==> src/rtl/p2s_rr_scheduler.sv <==
// Round-robin arbiter feeding one shared LSB-first parallel-to-serial shift engine.
// Each granted word is framed with first/last flags and tagged with its channel ID.
module p2s_rr_scheduler #(
  parameter int unsigned NUM_REQ    = 4,
  parameter int unsigned WIDTH      = 8,
  parameter int unsigned GAP_CYCLES = 1,
  localparam int unsigned CHW       = $clog2(NUM_REQ)
) (
  input  logic                     clk,
  input  logic                     rst,
  input  logic [NUM_REQ-1:0]       req_valid,
  input  logic [NUM_REQ*WIDTH-1:0] req_data,
  output logic [NUM_REQ-1:0]       req_ready,
  output logic                     ser_out,
  output logic                     ser_valid,
  output logic                     ser_first,
  output logic                     ser_last,
  output logic [CHW-1:0]           ser_chan,
  output logic                     busy
);

  localparam int unsigned BW = $clog2(WIDTH);
  localparam int unsigned GW = (GAP_CYCLES > 1) ? $clog2(GAP_CYCLES) : 1;
  localparam logic [BW-1:0] BIT_LAST = BW'(WIDTH - 1);
  localparam logic [GW-1:0] GAP_LAST = (GAP_CYCLES > 0) ? GW'(GAP_CYCLES - 1) : '0;

  typedef enum logic [1:0] {IDLE, SHIFT, GAP} state_t;

  state_t           state, state_n;
  logic [CHW-1:0]   rr_ptr, rr_ptr_n, chan_n;
  logic [WIDTH-1:0] shreg, shreg_n;
  logic [BW-1:0]    bit_cnt, bit_cnt_n;
  logic [GW-1:0]    gap_cnt, gap_cnt_n;
  logic [CHW-1:0]   pick;
  logic             pick_vld;
  logic [WIDTH-1:0] words [NUM_REQ];

  for (genvar g = 0; g < NUM_REQ; g++) begin : g_words
    assign words[g] = req_data[g*WIDTH +: WIDTH];
  end

  // First valid requester after the last granted one, wrapping at NUM_REQ
  always_comb begin
    int unsigned idx;
    idx      = 0;
    pick     = '0;
    pick_vld = 1'b0;
    for (int unsigned i = 1; i <= NUM_REQ; i++) begin
      idx = 32'(rr_ptr) + i;
      if (idx >= NUM_REQ) idx = idx - NUM_REQ;
      if (!pick_vld && req_valid[CHW'(idx)]) begin
        pick     = CHW'(idx);
        pick_vld = 1'b1;
      end
    end
  end

  // Next-state, datapath updates and the combinational grant
  always_comb begin
    state_n   = state;
    rr_ptr_n  = rr_ptr;
    chan_n    = ser_chan;
    shreg_n   = shreg;
    bit_cnt_n = bit_cnt;
    gap_cnt_n = gap_cnt;
    req_ready = '0;
    case (state)
      IDLE: begin
        if (pick_vld) begin
          req_ready[pick] = 1'b1;
          shreg_n         = words[pick];
          chan_n          = pick;
          rr_ptr_n        = pick;
          bit_cnt_n       = '0;
          state_n         = SHIFT;
        end
      end
      SHIFT: begin
        shreg_n   = {1'b0, shreg[WIDTH-1:1]};
        bit_cnt_n = bit_cnt + 1'b1;
        if (bit_cnt == BIT_LAST) begin
          gap_cnt_n = '0;
          state_n   = (GAP_CYCLES == 0) ? IDLE : GAP;
        end
      end
      GAP: begin
        gap_cnt_n = gap_cnt + 1'b1;
        if (gap_cnt == GAP_LAST) state_n = IDLE;
      end
      default: state_n = IDLE;
    endcase
  end

  // Serial outputs are registered from the next-state view so they align with state
  always_ff @(posedge clk or posedge rst) begin
    if (rst) begin
      state     <= IDLE;
      rr_ptr    <= CHW'(NUM_REQ - 1);
      shreg     <= '0;
      bit_cnt   <= '0;
      gap_cnt   <= '0;
      ser_chan  <= '0;
      ser_valid <= 1'b0;
      ser_out   <= 1'b0;
      ser_first <= 1'b0;
      ser_last  <= 1'b0;
      busy      <= 1'b0;
    end else begin
      state     <= state_n;
      rr_ptr    <= rr_ptr_n;
      shreg     <= shreg_n;
      bit_cnt   <= bit_cnt_n;
      gap_cnt   <= gap_cnt_n;
      ser_chan  <= chan_n;
      ser_valid <= (state_n == SHIFT);
      ser_out   <= (state_n == SHIFT) && shreg_n[0];
      ser_first <= (state_n == SHIFT) && (bit_cnt_n == '0);
      ser_last  <= (state_n == SHIFT) && (bit_cnt_n == BIT_LAST);
      busy      <= (state_n != IDLE);
    end
  end

endmodule
==> config.mk <==
export PLATFORM = sky130hd
export DESIGN_NAME = p2s_rr_scheduler
export DESIGN_NICKNAME = d
export VERILOG_FILES = /design/src/rtl/p2s_rr_scheduler.sv
export SDC_FILE = /design/constraint.sdc
export NUM_CORES = 1
export LEC_CHECK = 0
export BUFFER_PORTS_ARGS = -buffer_cell sky130_fd_sc_hd__buf_2
export CORE_AREA = 2 2 53 55
export CTS_BUF_LIST = sky130_fd_sc_hd__clkbuf_8
export DETAILED_ROUTE_END_ITERATION = 6
export DIE_AREA = 0 0 55 57
export PLACE_DENSITY = 0.8
export SETUP_SLACK_MARGIN = 0.5
export SLEW_MARGIN = 40
export SYNTH_ARGS = -nofsm -noshare
export SYNTH_HDL_FRONTEND = slang
export SYNTH_SLANG_ARGS = --single-unit
==> constraint.sdc <==
create_clock -name clk -period 2.6 [get_ports clk]
set_clock_uncertainty 0.1 [all_clocks]
set_input_delay 0.65 -clock clk [delete_from_list [all_inputs] [get_ports clk]]
set_output_delay 0.65 -clock clk [all_outputs]
set_load 0.01 [all_outputs]
After elaboration in Yosys (flattened, before gate mapping)

Index checks and enable logic that the tools add are counted.

Register bits after elaboration: 23
Latch bits: 0
Bits in writable memories: 0
ROM bits: 0
Input bits: 38
Logic and storage cells: 96
Memories kept: 0

Add/subtract/negate cells: 10
Multiply operators: 0
Divide/modulo/power cells: 0
Magnitude comparators: 11
Equal/unequal tests: 7
Shifts and indexed selects: 0
Mux-type cells: 37
Bitwise gates (word level): 1
Reductions and logical operators: 18

Operators with widths:

| operator              | count |
|---|---|
| $mux W8               | 3 |
| $mux W2               | 11 |
| $bmux W8 S2           | 1 |
| $pmux W8 S2           | 1 |
| $lt A2 B3 Y1 const B  | 5 |
| $ge A3 B3 Y1 const B  | 4 |
| $mux W1               | 10 |
| $bmux W1 S2           | 4 |
| $mux W4               | 2 |
| $sub A2 B1 Y2 const B | 4 |
| $logic_and A1 B1 Y1   | 7 |
| $add A2 B2 Y3 const B | 2 |
| $eq A3 B3 Y1 const B  | 2 |
| $pmux W2 S3           | 1 |
| $pmux W3 S2           | 1 |
| $reduce_and A2 Y1     | 3 |
| $reduce_bool A2 Y1    | 3 |
| $add A2 B3 Y4 const B | 1 |
| $eq A2 B1 Y1 const B  | 2 |
| $ge A4 B3 Y1 const B  | 1 |
| $ne A2 B2 Y1 const B  | 2 |
| $add A2 B1 Y3 const B | 1 |
| $add A3 B1 Y3 const B | 1 |
| $logic_not A1 Y1      | 3 |
| 9 further kinds       | 9 |

Longest topological paths before layout

Gate-level depths: netlist of the first run.

Word-level depth: 22
Depth in mapped cells: 6
Mapped depth without buffers: 5

Worst setup path after synthesis of the first run

No wires, ideal clock.

Path kind: input port to output port
From: input req_valid[1]
To: output req_ready[3]
Arrival time: 1.760 ns
Data required time: 1.850 ns
Path slack: 0.090 ns
Stages on the path: 5
Path buffers: 1
Cell sequence: or2_2 a311oi_2 nand2_1 buf_4 nor2_1

Cells in the longest elaborated chain, start to end: 18

Ends and longest elaborated chain:

| what                                                                      | RTL line | RTL |
|---|---|---|
| from (decl)                                                               | 11       | `input logic [NUM_REQ-1:0] req_valid,` |
| $bmux W1 S2                                                               | 51       | `if (!pick_vld && req_valid[CHW'(idx)]) begin` |
| $mux W1 (not written as such)                                             | 51       |  |
| $mux W1                                                                   | 51       |  |
| $logic_not A1 Y1                                                          | 51       |  |
| $logic_and A1 B1 Y1                                                       | 51       |  |
| $mux W1                                                                   | 51       |  |
| $logic_not A1 Y1                                                          | 51       |  |
| $logic_and A1 B1 Y1                                                       | 51       |  |
| [2 not listed]                                                            | --       |  |
| $logic_and A1 B1 Y1                                                       | 51       |  |
| $mux W2                                                                   | 51       |  |
| $lt A2 B3 Y1 (not written as such) / $ge A2 B1 Y1 (equally long branches) | 70       | `req_ready[pick] = 1'b1;` |
| $logic_and A1 B1 Y1 (not written as such)                                 | 70       |  |
| $mux W1 (not written as such)                                             | 70       |  |
| $demux W1 S2                                                              | 70       |  |
| $mux W4 *                                                                 | 69       | `if (pick_vld) begin` |
| $mux W4 *                                                                 | 67       | `case (state)` |
| to (decl)                                                                 | 13       | `output logic [NUM_REQ-1:0] req_ready,` |

Every way passes the cells marked *; elsewhere a longest branch is shown, timed or not. The select of a mux whose other input is x is not followed.

Worst setup path in the final report of the first run

From: input req_valid[0]
To: output req_ready[2]

The elaborated chain is that of the path after synthesis.

==> results.md, run 1 <==
* Detailed-route via count at 1259
* Period utilization at 1.01
* Root buffer cell: clkbuf_8
* Critical setup path kind: in2out
* Number of CTS-inserted buffers at 3
* Global-route wire length before repair at about 5300 µm
* Least-Margin Pin Slew at 0.457 ns
* Share of cells above drive strength 1 at 0.558
* Total power at approximately 0.0021 W
* Site Rows at 19
* Full die area at about 3100 µm²
* Post-route core utilization at 0.755
* Clk sink count at 22
* Clock buffer depth at 2
* Syn Area/Cell at ~10 µm²
* Fmax at 380 MHz
* Remaining global-route overflow at 0
* RSZ-0062 raised after global routing: yes
* Min cycle time layout at 2.63 ns
* Outcome: complete, but fails checks
* Area after DPL at around 1600 µm²
* Max cap viols at 0
* R2R setup slack at ~0.56 ns
* Port buffer count at 48
* Reg clk slew, reported paths at around 0.090 ns
* Total track usage at 0.232
* Finished Cell Area at around 2000 µm²
* Non-filler cells, final at 228
* Total negative slack at -0.0707 ns
* Fin. max-slew vios at 0
* Post-DP HPWL at 2290 µm
* Ys Warns at 0
* Diode count at 0
* Routed WL at between 3000 and 4000 µm
* DIE WIDTH at around 55 µm
* Post-synthesis register bit count at 22
* Final net count at 238
* Failing checks: negative setup slack
* Worst Setup End Kind: primary output
* Crit path arrival time at between 1.5 and 2 ns
* Initial detailed-routing violation count at 27
* Clock latency on the worst-skew pair at 0.27 ns
* Post-DR vias/cell at between 5 and 6
* Power density over the cells at around 1100 nW/µm²
* Worst path most repeated cell: and2_4
* Critical Path RT at 1.85 ns
* Leakage at ~0.98 nW
* Hold Vio Cnt, Final at 0
* Register area share after synthesis at 0.446
* Crit-path max cell delay at about 0.46 ns
* Area Overhead vs Synth at 59.4%
* Critical path buffers and inverters at 2
* Top delay family on crit path: simple AND/OR/NAND/NOR gates
* Final ANT Viol Nets at 0
* Worst setup SP type: input port
* Post-route setup slack at -0.0320 ns
* CP Cell Sequence: buf_8 > or2_4 > a311oi_4 > and2_4 > and2_4 > buf_6
* Crit-path max FO at 4
* Syn Nets at 162
* Initial antenna violation count at 0
* Synthesized cell area at around 1200 µm²
* Largest net degree at the start of global routing at 23
* I/O pin count at 49
* TritonRoute pass-1 iters at 4
* H-tree depth at 1
* Min-delay worst type: in2async
* Critical-path top delay cell: a311oi_4
* Die height at between 50 and 60 µm
* Vias in the first global route at between 1000 and 1500
* Placed Instances at 210
* Final setup vio count at 3
* GP Congestion at approximately 0.76
* Initial core utilization at 0.474
* Max transition margin at 0.695
* Netlist cell types at 37
* Post-synthesis cell count at roughly 120
* Worst VDD drop at around 750 µV
* Core outline area at approximately 2600 µm²
* DRC violations left at 0
* CTS tree: yes
* DR WL/cell at ~17 µm
* CTS Hold Bufs at 0
## worst paths after layout
kind / cells past startpoint / endpoint / start
hold reg to reg: 2 / ser_chan[1] / ser_chan[1]
setup reg to reg: 8 / shreg[6] / rr_ptr[0]
hold / removal: 2 / ser_chan[0] / rst
min in group clk: 2 / ser_chan[1] / ser_chan[1]
max in group asynchronous: 2 / rr_ptr[1] / rst
setup / recovery: 6 / req_ready[2] / req_valid[0]
## per-layer routing
metal	wire length [µm]	global-route usage	vias up
met2	1960	0.393	52
met3	222	0.0602	12
met4	106	0.0801	0
li1	-	-	592
met5	0	0	-
met1	1500	0.278	603
## through the flow
| stage | setup WS [ns] | hold WS [ns] |
|---|---|---|
| after floorplan | 0.109 | 0.366 |
| after global placement | -0.0283 | 0.357 |
| after detailed placement | -0.0588 | 0.385 |
| after CTS | 0.0132 | 0.405 |
| after global routing | -0.0645 | 0.312 |
| final | -0.0320 | 0.281 |
## cell usage after synthesis
cell | n | share of area
dfrtp_1 | 20 | 0.40
mux2i_1 | 9 | 0.073
nand2_1 | 9 | 0.027
a22o_1 | 8 | 0.057
inv_1 | 8 | 0.024
nor2_1 | 8 | 0.024
a31oi_1 | 6 | 0.030
o221ai_1 | 6 | 0.042
a21oi_1 | 5 | 0.020
nand2b_1 | 4 | 0.020
nor3b_1 | 3 | 0.018
o211ai_1 | 3 | 0.018
and2_1 | 2 | 0.010
and2_4 | 2 | 0.014
buf_4 | 2 | 0.012
clkbuf_1 | 2 | 0.0061
dfstp_2 | 2 | 0.042
ha_1 | 2 | 0.020
nor2_2 | 2 | 0.010
nor2b_1 | 2 | 0.010
a21boi_1 | 1 | 0.0061
a311oi_2 | 1 | 0.012
and4_1 | 1 | 0.0071
buf_2 | 1 | 0.0040
buf_6 | 1 | 0.0091
nand2b_2 | 1 | 0.0071
nand3b_1 | 1 | 0.0061
nor3_1 | 1 | 0.0040
nor3_2 | 1 | 0.0081
nor4b_1 | 1 | 0.0071
o21ai_0 | 1 | 0.0040
o21bai_2 | 1 | 0.0091
or2_1 | 1 | 0.0051
or2_2 | 1 | 0.0051
or4_1 | 1 | 0.0061
or4_4 | 1 | 0.0091
xnor2_1 | 1 | 0.0071
## what timing repair did
action,4_1_cts,5_1_grt
gates resized for setup,11,27
endpoints found under the setup margin,6,11
setup buffers,7,7
cloned,0,0
pin swaps,4,11
## sequential cells by signal, summed over array words and instances, names as in the netlist
register / count
state: 2
busy: 1
ser_chan: 2
ser_out: 1
bit_cnt: 3
rr_ptr: 2
ser_valid: 1
gap_cnt: 1
shreg: 7
ser_first: 1
ser_last: 1
## cell type report
type,instances,area (µm²)
multi-input cells,86,763
fillers,182,641
flip-flops and latches,22,553
repair buffers,77,518
clock buffers,3,41.3
well taps,31,38.8
clock inverters,1,30.0
inverters,8,30.0
## logic make-up (layout without fill, tap and decap cells)
kind of cell | Yosys count | in the layout | share of synthesized area
AOI/OAI and AO/OA | 32 | 32 | 0.199
xor gates and xnor gates | 1 | 1 | 0.00707
adders and majority gates | 2 | 2 | 0.0202
buffers and inverters | 14 | 89 | 0.0556
DFF | 22 | 22 | 0.446
muxes | 9 | 9 | 0.0727
and+or+nand+nor | 42 | 42 | 0.199
## cell usage in the layout (no fill, tap or decap), types with 2 or more instances in the layout
master,synthesis,routed
o221ai_2,0,2
nand2_1,9,7
nand2b_4,0,3
inv_2,0,2
buf_4,2,25
a31oi_1,6,3
inv_1,8,6
nor2b_1,2,2
nor3_2,1,2
nor3b_1,3,3
a22o_1,8,8
and2_4,2,4
buf_2,1,42
mux2i_1,9,8
a31oi_4,0,2
nand2b_1,4,2
dfstp_2,2,2
nor2_1,8,7
dfrtp_1,20,20
a21oi_1,5,5
ha_1,2,2
clkbuf_8,0,3
o221ai_1,6,4
o211ai_1,3,3
nor2_4,0,2
buf_6,1,8
buf_8,0,2
## report_power, final
| part | internal, W | switching [W] | total, W | leakage (nW) |
|---|---|---|---|---|
| registers | 0.000504 | 0.000105 | 0.000610 | 0.269 |
| clock network | 0.000206 | 0.000117 | 0.000323 | 0.0357 |
| logic | 0.000628 | 0.000587 | 0.00121 | 0.672 |
| total | 0.00134 | 0.000809 | 0.00215 | 0.977 |
Power figures use the tool's default switching activity.
==> run 2, diff against run 1 <==
==> constraint.sdc (replaced) <==
create_clock -name clk -period 2.6 [get_ports clk]
set_clock_uncertainty 0.1 [all_clocks]
set_input_delay 0.13 -clock clk [delete_from_list [all_inputs] [get_ports clk]]
set_output_delay 0.13 -clock clk [all_outputs]
set_load 0.01 [all_outputs]
==> run 2 against run 1 <==
Against the previous run:
- the run ends with negative hold slack left
- worst hold slack got worse by 0.28 ns
- global-route usage up 0.71 points
- critical path depth increased by 1
- first-iteration DRC count rose by 30%
- clock-buffer cell count unchanged
- clock power is essentially flat
- fmax up 29%
- critical path type is now reg2out
- critical endpoint is now req_ready[1]
- largest cell class unchanged
- largest power group unchanged
==> results.md, run 2 (same netlist as run 1, synthesis figures left out) <==
* Crit-path max FO at 9 (was 4)
* Post-DP HPWL at 2180 µm (was 2290 µm)
* Post-route core utilization at 0.645 (was 0.755)
* Met3 Usage GRT at 0.0340 (was 0.0602)
* Clk sink count at 22 (unchanged)
* Initial core utilization at 0.474 (unchanged)
* DIE WIDTH at 55 µm (unchanged)
* Capture point of the worst path: req_ready[1] (was req_ready[2])
* Worst VDD drop at 661 µV (was 748 µV)
* DRC violations left at 0 (unchanged)
* I/O pin count at 49 (unchanged)
* Outcome: complete, but fails checks (unchanged)
* H-tree depth at 1 (unchanged)
* Commonest non-fill, non-tap cell in the layout: buf_2 (unchanged)
* Power density over the cells at 1100 nW/µm² (was 1090 nW/µm²)
* Hold Vio Cnt, Final at 1 (was 0)
* TritonRoute pass-1 iters at 4 (unchanged)
* Largest regs: shreg (7), bit_cnt (3) (unchanged)
* Reg-to-reg startpoint: rr_ptr[0] (unchanged)
* Period utilization at 0.785 (was 1.01)
* Root buffer cell: clkbuf_8 (unchanged)
* Clock buffer depth at 2 (unchanged)
* Initial detailed-routing violation count at 35 (was 27)
* R2R setup slack at 0.57 ns (was 0.56 ns)
* Crit path arrival time at 1.81 ns (was 1.88 ns)
* Worst Reg-to-Reg Cells at 8 (unchanged)
* RSZ-0062 raised after global routing: no (was yes)
* Total negative slack at 0 ns (was -0.0707 ns)
* Port buffer count at 48 (unchanged)
* Remaining global-route overflow at 0 (unchanged)
* Worst r2r dst: shreg[7] (was shreg[6])
* Site Rows at 19 (unchanged)
* Max transition margin at 0.678 (was 0.695)
* Most frequent cells in the layout: 48 x buf_2, 20 x dfrtp_1, 9 x mux2i_1 (was 42 x buf_2, 25 x buf_4, 20 x dfrtp_1)
* Failing checks: negative hold slack (was negative setup slack)
* Largest net degree at the start of global routing at 23 (unchanged)
* Clock latency on the worst-skew pair at 0.26 ns (was 0.27 ns)
* Diode count at 0 (unchanged)
* Max reg flops at 7 (unchanged)
* Max cap viols at 0 (unchanged)
* Detailed-route via count at 1199 (was 1259)
* Leakage at 0.863 nW (was 0.977 nW)
* Reg with most FFs: shreg (unchanged)
* Final ANT Viol Nets at 0 (unchanged)
* Fmax at 490 MHz (was 380 MHz)
* Share of cells above drive strength 1 at 0.431 (was 0.558)
* Worst Setup End Kind: primary output (unchanged)
* Core outline area at 2620 µm² (unchanged)
* Met1 Track Usage GR at 0.315 (was 0.278)
* Routed WL at 3240 µm (was 3780 µm)
* Total power at 0.00186 W (was 0.00215 W)
* Worst setup SP type: register (was input port)
* GP Congestion at 0.766 (was 0.761)
* Critical setup path kind: reg2out (was in2out)
* Critical Path Source: rr_ptr[1] (was req_valid[0])
* Vias in the first global route at 1211 (was 1285)
* Post-DR vias/cell at 5.66 (was 5.52)
* Total track usage at 0.239 (was 0.232)
* Fin. max-slew vios at 0 (unchanged)
* Min-delay worst type: in2reg (was in2async)
* Met2 Use GR at 0.395 (was 0.393)
* Final setup vio count at 0 (was 3)
* Critical Path RT at 2.37 ns (was 1.85 ns)
* DR WL/cell at 15.3 µm (was 16.6 µm)
* Min cycle time layout at 2.04 ns (was 2.63 ns)
* Register Area at 553 µm² (unchanged)
* Die height at 57 µm (unchanged)
* Busiest grt layer: met2 (unchanged)
* Initial antenna violation count at 0 (unchanged)
* CTS tree: yes (unchanged)
* Reg clk slew, reported paths at 0.09 ns (about the same)
* Tightest hold margin at -0.000917 ns (was 0.281 ns)
* Least-Margin Pin Slew at 0.482 ns (was 0.457 ns)
* Area of the multi-input gates at 641 µm² (was 763 µm²)
* Final net count at 222 (was 238)
* Global-route wire length before repair at 5510 µm (was 5310 µm)
* Area Overhead vs Synth at 36.2% (was 59.4%)
* Number of fill cells at 228 (was 182)
* Full die area at 3140 µm² (unchanged)
* Number of CTS-inserted buffers at 3 (unchanged)
## run 2: report_power, final
group	total [W]	internal (W)	switching, W
Combinational	0.000931	0.000449	0.000482
Sequential	0.000602	0.000504	0.0000974
Clock	0.000322	0.000206	0.000117
Total	0.00186	0.00116	0.000696
## run 2: worst min path at each step
stage,slack [ns],cells past startpoint,startpoint,endpoint
global placement,0.22,2,rst,busy
floorplan,0.02,1,rst,bit_cnt[0]
finish,-0.0009,3,req_data[4],shreg[4]
global route,0.005,3,req_data[1],shreg[1]
CTS,0.002,3,req_data[4],shreg[4]
detailed placement,0.25,2,rst,busy
## run 2: area by class of cell
class | count | area share
timing repair buffer | 61 | 0.209
tap | 31 | 0.0230
clock buffer | 3 | 0.0245
inverter | 8 | 0.0178
clock inverter | 1 | 0.0178
multi-input combinational | 86 | 0.380
sequential | 22 | 0.328
## run 2: timing repair
item	4_1_cts	5_1_grt
endpoints found under the hold margin	22	0
gates resized for setup	3	5
hold buffers	3	0
setup endpoints to repair	4	4
buffers inserted	7	0
gates cloned	1	0
pin swaps	2	1
## run 2: routing by layer
metal,routed length (µm),vias up
li1,-,564
met1,1350,564
met2,1660,61
met3,190,10
met4,42,0
met5,0,-
## run 2: stage by stage
step	worst slack (ns)	cells	instance area [µm²]	hold WS, ns
final	0.559	212	1690	-0.000917
after global routing	0.495	212	1690	0.00451
after CTS	0.562	212	1660	0.00152
after detailed placement	0.585	197	1490	0.247
after global placement	0.644	197	1490	0.219
after floorplan	0.811	122	1240	0.0177
## run 2: worst max-delay path, stage by stage (launching register included)
cell,delay (ns)
dfstp_2,0.40
nor3b_1,0.34
a311oi_2,0.07
buf_4,0.17
nor2_4,0.26
nand2b_4,0.12
inv_1,0.06
buf_2,0.12
==> run 3, diff against run 2 <==
==> constraint.sdc (replaced) <==
create_clock -name clk -period 1.9 [get_ports clk]
set_clock_uncertainty 0.1 [all_clocks]
set_input_delay 0.095 -clock clk [delete_from_list [all_inputs] [get_ports clk]]
set_output_delay 0.095 -clock clk [all_outputs]
set_load 0.01 [all_outputs]
==> run 3 against run 2 <==
Against the previous run:
- the run ends with negative setup slack left
- setup slack got worse by 0.58 ns
- worst hold slack improved by 0.0073 ns
- non-clock buffer count increased by 14
- clock-buffer cell count increased by 1
- largest power group unchanged
==> results.md, run 3 (same netlist as run 1, synthesis figures left out) <==
* Outcome: complete, but fails checks (unchanged)
* Failing checks: negative setup slack (was negative hold slack)
* Remaining global-route overflow at 0 (unchanged)
* Top delay family on crit path: flip-flops (was simple AND/OR/NAND/NOR gates)
* Post-DP HPWL at 2150 µm (was 2180 µm)
* Period utilization at 1.01
* Clock buffer depth at 2 (unchanged)
* H-tree depth at 1 (unchanged)
* Crit-path max cell delay at 0.57 ns (was 0.40 ns)
* Commonest non-fill, non-tap cell in the layout: buf_2 (unchanged)
* Worst r2r dst: shreg[1] (was shreg[7])
* Vias in the first global route at 1225 (was 1211)
* Register Area at 556 µm² (was 553 µm²)
* Max transition margin at 0.692 (was 0.678)
* Detailed-route via count at 1275 (was 1199)
* DRC violations left at 0 (unchanged)
* Worst VDD drop at 1050 µV (was 661 µV)
* Crit path arrival time at 1.72 ns (was 1.81 ns)
* Area of the multi-input gates at 790 µm² (was 641 µm²)
* Levels on crit path at 6 (was 7)
* Critical path buffers and inverters at 2 (was 3)
* Reg clk slew, reported paths at 0.08 ns (was 0.09 ns)
* Total negative slack at -0.0385 ns (was 0 ns)
* Final setup vio count at 3 (was 0)
* I/O pin count at 49 (unchanged)
* Post-route setup slack at -0.0190 ns (was 0.559 ns)
* Min cycle time layout at ~1.9 ns
* Initial detailed-routing violation count at 46 (was 35)
* Min-delay worst type: in2reg (unchanged)
* Fin. max-slew vios at 0 (unchanged)
* Largest net degree at the start of global routing at 23 (unchanged)
* Post-DR vias/cell at 5.62 (was 5.66)
* Reg with most FFs: shreg (unchanged)
* Pint at 0.00185 W (was 0.00116 W)
* Diode count at 0 (unchanged)
* RSZ-0062 raised after global routing: yes (was no)
* Clk sink count at 22 (unchanged)
* GP Congestion at 0.777 (was 0.766)
* Share of cells above drive strength 1 at 0.561 (was 0.431)
* DR WL/cell at 17.7 µm (was 15.3 µm)
* Clock power frac at 0.112 (was 0.174)
* Initial core utilization at 0.474 (unchanged)
* Most frequent cells in the layout: 46 x buf_2, 18 x dfrtp_1, 15 x buf_4 (was 48 x buf_2, 20 x dfrtp_1, 9 x mux2i_1)
* Tightest hold margin at 0.00641 ns (was -0.000917 ns)
* Worst Reg-to-Reg Cells at 7 (was 8)
* Initial antenna violation count at 0 (unchanged)
* Number of CTS-inserted buffers at 3 (unchanged)
* Critical Path RT at 1.70 ns (was 2.37 ns)
* Critical setup path kind: reg2out (unchanged)
* Largest regs: shreg (7), bit_cnt (3) (unchanged)
* Port buffer count at 48 (unchanged)
* Site Rows at 19 (unchanged)
* CP Cell Sequence: nand2b_4 > a311oi_2 > buf_4 > nor2_4 > and2_1 > buf_2 (was nor3b_1 > a311oi_2 > buf_4 > nor2_4 > nand2b_4 > inv_1 > buf_2)
* Worst Setup End Kind: primary output (unchanged)
* Full die area at 3140 µm² (unchanged)
* Clock latency on the worst-skew pair at 0.26 ns (about the same)
* Final net count at 237 (was 222)
* DIE WIDTH at 55 µm (unchanged)
* Max cap viols at 0 (unchanged)
* Comb pwr share at 0.608 (was 0.502)
* Die height at 57 µm (unchanged)
* Reg-to-reg startpoint: rr_ptr[0] (unchanged)
* Area Overhead vs Synth at 60.7% (was 36.2%)
* Total track usage at 0.255 (was 0.239)
* Leakage at 0.970 nW (was 0.863 nW)
* CTS tree: yes (unchanged)
* Worst hold endpoint: shreg[1] (was shreg[4])
* Sequential group share of total power at 0.280 (was 0.324)
* Power density over the cells at 1510 nW/µm² (was 1100 nW/µm²)
* Max reg flops at 7 (unchanged)
* Routed WL at 4020 µm (was 3240 µm)
* Worst Hold Depth at 3 (unchanged)
* Global-route wire length before repair at 5610 µm (was 5510 µm)
* Fmax at 521 MHz
* Number of fill cells at 167 (was 228)
* Least-Margin Pin Slew at 0.459 ns (was 0.482 ns)
* Worst setup SP type: register (unchanged)
* Root buffer cell: clkbuf_8 (unchanged)
* Hold Path Origin: req_data[1] (was req_data[4])
* Crit-path max FO at 4 (was 9)
* Core outline area at 2620 µm² (unchanged)
* Final ANT Viol Nets at 0 (unchanged)
* Critical-path top delay cell: dfstp_2 (unchanged)
* Sw Share at 0.384 (was 0.375)
* R2R setup slack at 0.03 ns (was 0.57 ns)
* Net switching power at 0.00116 W (was 0.000696 W)
* TritonRoute pass-1 iters at 4 (unchanged)
* Hold Vio Cnt, Final at 0 (was 1)
## run 3: changes by cell type in the layout (fill, tap and decap cells not counted), moves of 3 or more
cell and delta:
a21oi_1 -3, a31oi_1 -3, buf_4 +8, buf_6 +3
dlygate4sd3_1 +3
## run 3: worst reg2reg max path: cells and delay by family (launching register included)
kind | cells | cell delay [ns]
DFF | 1 | 0.57
muxes | 1 | 0.22
buffers and inverters | 2 | 0.27
and+or+nand+nor | 2 | 0.36
AOI/OAI and AO/OA | 2 | 0.22
## run 3: worst max-delay path by stage
stage,startpoint,to,slack (ns)
2_1_floorplan,rr_ptr[0],shreg[1],0.25
3_3_place_gp,rr_ptr[0],shreg[5],0.18
3_5_place_dp,rr_ptr[0],shreg[3],0.12
4_1_cts,rr_ptr[1],req_ready[2],0.008
5_1_grt,rr_ptr[0],req_ready[0],-0.08
6_report,rr_ptr[0],req_ready[0],-0.02
## run 3: through the flow
step	cell area (µm²)	power (W)	utilization	instances	worst slack (ns)
after floorplan	1300	0.00172	-	122	0.250
after global placement	1550	0.00194	0.593	197	0.180
after detailed placement	1550	0.00198	0.593	197	0.117
after CTS	1900	0.00275	0.727	224	0.00826
after global routing	1990	0.00317	0.761	227	-0.0813
final	1990	0.00301	0.761	227	-0.0190
## run 3: power by group through the flow
| stage | combinational, W | clock (W) | sequential [W] |
|---|---|---|---|
| 2_1_floorplan | 0.000876 | 0 | 0.000845 |
| 3_5_place_dp | 0.00115 | 0 | 0.000829 |
| 5_1_grt | 0.00195 | 0.000367 | 0.000854 |
| 4_1_cts | 0.00159 | 0.000338 | 0.000824 |
| 6_report | 0.00183 | 0.000337 | 0.000842 |
| 3_3_place_gp | 0.00112 | 0 | 0.000821 |
## run 3: layout make-up
cell class / count / share of cell area
clock buffers: 4 / 0.0277
inverters: 8 / 0.0151
multi-input cells: 87 / 0.397
flip-flops and latches: 22 / 0.279
well taps: 31 / 0.0195
repair buffers: 75 / 0.262
## run 3: what timing repair did
action	in CTS	in global routing
pin swaps	14	12
hold endpoints to repair	25	0
gates resized for setup	19	14
setup buffers	15	3
hold buffers	6	0
cloned	2	0
setup endpoints to repair	18	19
## run 3: per-layer routing
layer,GRT usage,part of all wire,up-vias
met5,0,0,-
met2,0.427,0.54,50
li1,-,-,596
met4,0.143,0.030,0
met3,0.0497,0.045,15
met1,0.295,0.39,614
